### src/rtl/codec_frame_gen.sv
// rtl/codec_frame_gen.sv - codec power-down sequencing, BICK/LRCK TDM128 frame generation
//
// Runs entirely on clk_256fs. Holds the codec in power-down for PDN_HOLD_CYCLES,
// then releases pdn and starts BICK (clk/2) and a one-BICK-wide LRCK frame sync.
// After STARTUP_CYCLES of running clocks the block enters RUN on the next frame
// boundary and starts issuing per-frame sample strobes and slot/bit positions.
//
// Ports:
//   clk_256fs      in   system audio clock, 256x sample rate
//   rst_n          in   asynchronous active-low reset
//   restart        in   sync pulse, re-runs the full power-down/startup sequence
//   pdn            out  codec power-down, active low
//   bick           out  bit clock, clk_256fs/2
//   lrck           out  frame sync, high for first BICK period of frame
//   ready          out  high while frames are valid
//   sample_strobe  out  1-cycle pulse at start of each valid frame
//   slot[1:0]      out  current TDM slot 0..3
//   bit_index[6:0] out  current BICK index in frame 0..127

module codec_frame_gen #(
  parameter int PDN_HOLD_CYCLES = 4096,
  parameter int STARTUP_CYCLES  = 65536
) (
  input  logic       clk_256fs,
  input  logic       rst_n,
  input  logic       restart,
  output logic       pdn,
  output logic       bick,
  output logic       lrck,
  output logic       ready,
  output logic       sample_strobe,
  output logic [1:0] slot,
  output logic [6:0] bit_index
);

  localparam int HOLD_W  = (PDN_HOLD_CYCLES > 1) ? $clog2(PDN_HOLD_CYCLES) : 1;
  localparam int START_W = (STARTUP_CYCLES > 1) ? $clog2(STARTUP_CYCLES) : 1;
  localparam logic [HOLD_W-1:0]  HOLD_LAST  = HOLD_W'(PDN_HOLD_CYCLES - 1);
  localparam logic [START_W-1:0] START_LAST = START_W'(STARTUP_CYCLES - 1);

  typedef enum logic [1:0] {
    S_PDN  = 2'd0,
    S_WAIT = 2'd1,
    S_RUN  = 2'd2
  } state_t;

  state_t               r_state;
  state_t               w_state_nxt;
  logic [7:0]           r_phase;
  logic [7:0]           w_phase_nxt;
  logic [HOLD_W-1:0]    r_hold_cnt;
  logic [HOLD_W-1:0]    w_hold_nxt;
  logic [START_W-1:0]   r_start_cnt;
  logic [START_W-1:0]   w_start_nxt;

  logic                 r_pdn, r_bick, r_lrck, r_ready, r_strobe;
  logic [1:0]           r_slot;
  logic [6:0]           r_bit_index;
  logic                 w_pdn_nxt, w_bick_nxt, w_lrck_nxt, w_ready_nxt, w_strobe_nxt;
  logic [1:0]           w_slot_nxt;
  logic [6:0]           w_bit_index_nxt;

  always_ff @(posedge clk_256fs or negedge rst_n) begin
    if (!rst_n) begin
      r_state     <= S_PDN;
      r_phase     <= 8'd0;
      r_hold_cnt  <= '0;
      r_start_cnt <= '0;
      r_pdn       <= 1'b0;
      r_bick      <= 1'b0;
      r_lrck      <= 1'b0;
      r_ready     <= 1'b0;
      r_strobe    <= 1'b0;
      r_slot      <= 2'd0;
      r_bit_index <= 7'd0;
    end else begin
      r_state     <= w_state_nxt;
      r_phase     <= w_phase_nxt;
      r_hold_cnt  <= w_hold_nxt;
      r_start_cnt <= w_start_nxt;
      r_pdn       <= w_pdn_nxt;
      r_bick      <= w_bick_nxt;
      r_lrck      <= w_lrck_nxt;
      r_ready     <= w_ready_nxt;
      r_strobe    <= w_strobe_nxt;
      r_slot      <= w_slot_nxt;
      r_bit_index <= w_bit_index_nxt;
    end
  end

  always_comb begin
    w_state_nxt = r_state;
    w_phase_nxt = r_phase + 8'd1;
    w_hold_nxt  = r_hold_cnt;
    w_start_nxt = r_start_cnt;

    case (r_state)
      S_PDN: begin
        // Phase stays parked at 0 so the first WAIT cycle starts a fresh frame.
        w_phase_nxt = 8'd0;
        w_start_nxt = '0;
        if (r_hold_cnt == HOLD_LAST) begin
          w_state_nxt = S_WAIT;
          w_hold_nxt  = '0;
        end else begin
          w_hold_nxt = r_hold_cnt + 1'b1;
        end
      end
      S_WAIT: begin
        // Saturating startup count; leave only at a frame wrap so RUN
        // always begins with phase 0.
        if (r_start_cnt != START_LAST) begin
          w_start_nxt = r_start_cnt + 1'b1;
        end else if (r_phase == 8'hFF) begin
          w_state_nxt = S_RUN;
        end
      end
      S_RUN: begin
        w_state_nxt = S_RUN;
      end
      default: begin
        w_state_nxt = S_PDN;
        w_phase_nxt = 8'd0;
        w_hold_nxt  = '0;
        w_start_nxt = '0;
      end
    endcase

    // Restart overrides whatever transition the state machine chose.
    if (restart) begin
      w_state_nxt = S_PDN;
      w_phase_nxt = 8'd0;
      w_hold_nxt  = '0;
      w_start_nxt = '0;
    end

    // Outputs are registered images of the post-edge phase/state.
    w_pdn_nxt       = (w_state_nxt != S_PDN);
    w_bick_nxt      = w_phase_nxt[0];
    w_lrck_nxt      = (w_state_nxt != S_PDN) && (w_phase_nxt[7:1] == 7'd0);
    w_ready_nxt     = (w_state_nxt == S_RUN);
    w_strobe_nxt    = (w_state_nxt == S_RUN) && (w_phase_nxt == 8'd0);
    w_slot_nxt      = w_phase_nxt[7:6];
    w_bit_index_nxt = w_phase_nxt[7:1];
  end

  assign pdn           = r_pdn;
  assign bick          = r_bick;
  assign lrck          = r_lrck;
  assign ready         = r_ready;
  assign sample_strobe = r_strobe;
  assign slot          = r_slot;
  assign bit_index     = r_bit_index;

endmodule

### config.mk
export PLATFORM = sky130hd
export DESIGN_NAME = codec_frame_gen
export DESIGN_NICKNAME = d
export VERILOG_FILES = /design/src/rtl/codec_frame_gen.sv
export SDC_FILE = /design/constraint.sdc
export NUM_CORES = 1
export LEC_CHECK = 0
export ABC_AREA = 1
export CORE_UTILIZATION = 59
export CTS_BUF_LIST = sky130_fd_sc_hd__clkbuf_16
export DETAILED_ROUTE_END_ITERATION = 16
export PLACE_DENSITY_LB_ADDON = 0.08
export SLEW_MARGIN = 20
export SYNTH_ARGS = -nofsm -noshare
export SYNTH_HDL_FRONTEND = slang
export SYNTH_SLANG_ARGS = --single-unit
### constraint.sdc
create_clock -name clk_256fs -period 2.1 [get_ports clk_256fs]
set_clock_uncertainty 0.15 [all_clocks]
set_input_delay 0.42 -clock clk_256fs [delete_from_list [all_inputs] [get_ports clk_256fs]]
set_output_delay 0.42 -clock clk_256fs [all_outputs]
set_load 0.05 [all_outputs]
==> flow_metrics.env <==
export IMPL_status="finished clean"
export IMPL_worst_setup_path_start_kind="flip-flop"
export IMPL_ctsLongestPathBuffers=2
export IMPL_die_area_um2=4490
export IMPL_synth_seq_cells=42
export IMPL_power_combinational_fraction=0.030
export IMPL_vias=2194
export IMPL_syn_nets=341
export IMPL_wire_per_inst_um=13.0
export IMPL_antenna_cells_inserted=0
export IMPL_power_internal_mw=1.39
export IMPL_dominant_combinational_cell_family_by_area_after_synthesis="simple AND/OR/NAND/NOR gates"
export IMPL_synth_compound_area_frac=0.0879
export IMPL_synthesis_area_per_instance_um2=7.53
export IMPL_layout_common_cells="sky130_fd_sc_hd__nand2_1 (74), sky130_fd_sc_hd__inv_1 (57), sky130_fd_sc_hd__dfrtp_1 (42)"
export IMPL_fin_tns_setup_ns=0
export IMPL_synth_top_area_share=0.422
export IMPL_yosys_area_share_xor_xnor=0.0352
export IMPL_leakage_nw=1.52
export IMPL_clock_sinks=42
export IMPL_via_count_of_the_first_global_routing_pass=1997
export IMPL_maximum_vdd_ir_drop_uv=487
export IMPL_synth_simple_gate_area_share=0.310
export IMPL_crit_chain="clkdlybuf4s50_1"
export IMPL_max_slew_worst_pin_slew_ns=0.609
export IMPL_post_synth_main_area_contributors="sky130_fd_sc_hd__dfrtp_1 (42%), sky130_fd_sc_hd__nand2_1 (11%), sky130_fd_sc_hd__inv_1 (8.6%), sky130_fd_sc_hd__nor2_1 (5.1%), sky130_fd_sc_hd__nand3_1 (4.4%)"
export IMPL_drt_wl_total_mm=5.39
export IMPL_worstPathRequired_ns=1.53
export IMPL_synth_area_mux_share=0
export IMPL_half_perimeter_wire_length_after_placement_mm=3.99
export IMPL_max_slew_vio_count=0
export IMPL_cts_htree_levels=2
export IMPL_power_clock_fraction=0.501
export IMPL_nets=375
export IMPL_worst_hold_slack_ns=0.352
export IMPL_io_buffers=16
export IMPL_tritoncts_num_buffers=5
export IMPL_most_frequent_standard_cell_in_the_layout_excluding_fill_and_tap_cells="sky130_fd_sc_hd__nand2_1"
export IMPL_synth_yosys_seq_area_share=0.422
export IMPL_drtPass1Iterations=5
export IMPL_via_per_inst=5.27
export IMPL_synthToLayoutAreaGrowth_pct=18.4
export IMPL_design_core_area_um2=4030
export IMPL_synth_fa_ha_area_frac=0.0352
export IMPL_grt_pass1_wl_mm=8.57
export IMPL_instances_no_fill=416
export IMPL_fp_dieH_um=67.0
export IMPL_cpMaxStageDelayCell="sky130_fd_sc_hd__clkdlybuf4s50_1"
export IMPL_critical_path_endpoint_type="output pin"
export IMPL_achievable_frequency_mhz=489
export IMPL_post_synth_instance_area_um2=2490
export IMPL_gr_usage_all_layers=0.262
export IMPL_grt_start_max_net_pins=22
export IMPL_layout_worst_path_cycle_share=0.974
export IMPL_tritoncts="yes"
export IMPL_share_of_post_route_cells_with_drive_strength_above_1=0.145
export IMPL_path_max_fanout=4
export IMPL_relative_slew_slack=0.590
export IMPL_boundaryPins=17
export IMPL_power_density_nw_per_um2=590
export IMPL_num_rows=23
export IMPL_setup_worst_path_class="reg2out"
export IMPL_finalWeightedCongestion=0.904
export IMPL_initial_core_util=0.618
export IMPL_crit_arrival_ns=1.47
export IMPL_remaining_drc_errors=0
export IMPL_hold_path_class="reg2reg"
export IMPL_mapped_cells=331
export IMPL_nFillCells=317
export IMPL_grt_overflow_total=0
export IMPL_max_cap_viol_count=0
export IMPL_ys_types=34
export IMPL_max_stage_delay_ns=0.81
export IMPL_final_hold_viol_count=0
export IMPL_place_inst=407
export IMPL_switching_power_mw=0.355
export IMPL_detail_route_antenna_nets=0
export IMPL_synth_edf_count=0
export IMPL_post_route_minimum_period_ns=2.04
export IMPL_cp_top_family="buffers and inverters"
export IMPL_report_final_setup_viol=0
export IMPL_synth_warning_count=0
export IMPL_most_instantiated_flip_flop_cell_in_the_synthesis_netlist="sky130_fd_sc_hd__dfrtp_1"
export IMPL_antenna_found_initial=0
export IMPL_seq_power_share=0.469
export IMPL_clkTransAtPathRegs_ns=0.06
export IMPL_drtIter0Drc=144
export IMPL_grt_setup_unrepaired="false"
export IMPL_worstSkewPairLatency_ns=0.28
export IMPL_power_switching_share=0.204
export IMPL_die_w_um=67.0
export IMPL_critical_path_n_buffers_inverters=1
export IMPL_synth_top_cell_by_area="sky130_fd_sc_hd__dfrtp_1"
export IMPL_ctsRootBufferMaster="sky130_fd_sc_hd__clkbuf_16"
export IMPL_synth_async_sr_flop_share=1.00
-- cell families after synthesis --
logic type	after synthesis
flip-flops	42
XOR/XNOR	10
AO/OA/AOI/OAI	38
buffers and inverters	66
adder cells (fa/ha/maj)	7
AND/OR/NAND/NOR	168
-- power by group through the flow --
| stage | clock network [mW] | logic (mW) | registers, mW |
|---|---|---|---|
| floorplan | 0 | 0.0207 | 0.831 |
| global placement | 0 | 0.0510 | 0.832 |
| detailed placement | 0 | 0.0521 | 0.832 |
| CTS | 0.886 | 0.0532 | 0.817 |
| global route | 0.910 | 0.0600 | 0.817 |
| finish | 0.872 | 0.0520 | 0.817 |
-- tightest hold or removal path: cells and delay by family (launching register included) --
family	cells	cell delay [ns]
AOI/OAI and AO/OA	1	0.08
buffers and inverters	1	0.05
DFF	1	0.35
-- metal layers --
| metal | global-route usage | vias up | share of wire |
|---|---|---|---|
| met2 | 0.458 | 63 | 0.50 |
| li1 | - | 1113 | - |
| met1 | 0.304 | 1006 | 0.43 |
| met4 | 0.104 | 0 | 0.023 |
| met5 | 0 | - | 0 |
| met3 | 0.0651 | 12 | 0.044 |
-- timing repair --
item	CTS	global route
setup endpoints to repair	0	4
setup buffers	0	0
gates resized for setup	0	2
hold endpoints to repair	19	0
hold buffers	1	0
-- final timing paths --
kind,from,slack (ns),cells after the start,to
worst min-delay path,r_hold_cnt[6],0.35,2,r_hold_cnt[6]
max in group asynchronous,rst_n,0.76,3,sample_strobe
min in group asynchronous,rst_n,0.49,2,r_start_cnt[14]
worst min register to register,r_hold_cnt[6],0.35,2,r_hold_cnt[6]
worst max-delay path,bit_index[1],0.06,1,bit_index[1]
worst max register to register,r_state[0],0.16,10,sample_strobe
-- flip-flops by register name, summed over array words and instances (netlist names) --
signal and cells:
r_phase 1, r_start_cnt 16, sample_strobe 1, r_state 2, r_hold_cnt 12, lrck 1, ready 1, pdn 1
bit_index 7
-- synth_stat cells (3+ instances only) --
cell and count:
sky130_fd_sc_hd__nand4_1 16, sky130_fd_sc_hd__ha_1 7, sky130_fd_sc_hd__a21oi_1 10, sky130_fd_sc_hd__nand2_2 5, sky130_fd_sc_hd__nor2_4 3, sky130_fd_sc_hd__nand2_1 74
sky130_fd_sc_hd__o21ai_0 17, sky130_fd_sc_hd__nor3_1 6, sky130_fd_sc_hd__xor2_1 10, sky130_fd_sc_hd__inv_1 57, sky130_fd_sc_hd__nor2_1 34, sky130_fd_sc_hd__dfrtp_1 42
sky130_fd_sc_hd__nand3_1 22
-- layout make-up --
type / instances / area, um2 / area share
clock inverter: 3 / 40.0 / 0.0136
multi-input combinational: 223 / 1170 / 0.398
tap: 50 / 62.6 / 0.0212
sequential: 42 / 1050 / 0.356
timing repair buffer: 34 / 275 / 0.0933
inverter: 59 / 221 / 0.0751
clock buffer: 5 / 125 / 0.0424
-- stage by stage --
stage               setup WS, ns  utilization  instance area (um2)  total power, mW
global placement          0.0662        0.687                 2770            0.883
global route             0.00951        0.732                 2950             1.79
floorplan                  0.149            -                 2490            0.852
finish                    0.0551        0.732                 2950             1.74
CTS                       0.0508        0.730                 2940             1.76
detailed placement       -0.0245        0.687                 2770            0.884
Power figures use the tool's default switching activity.
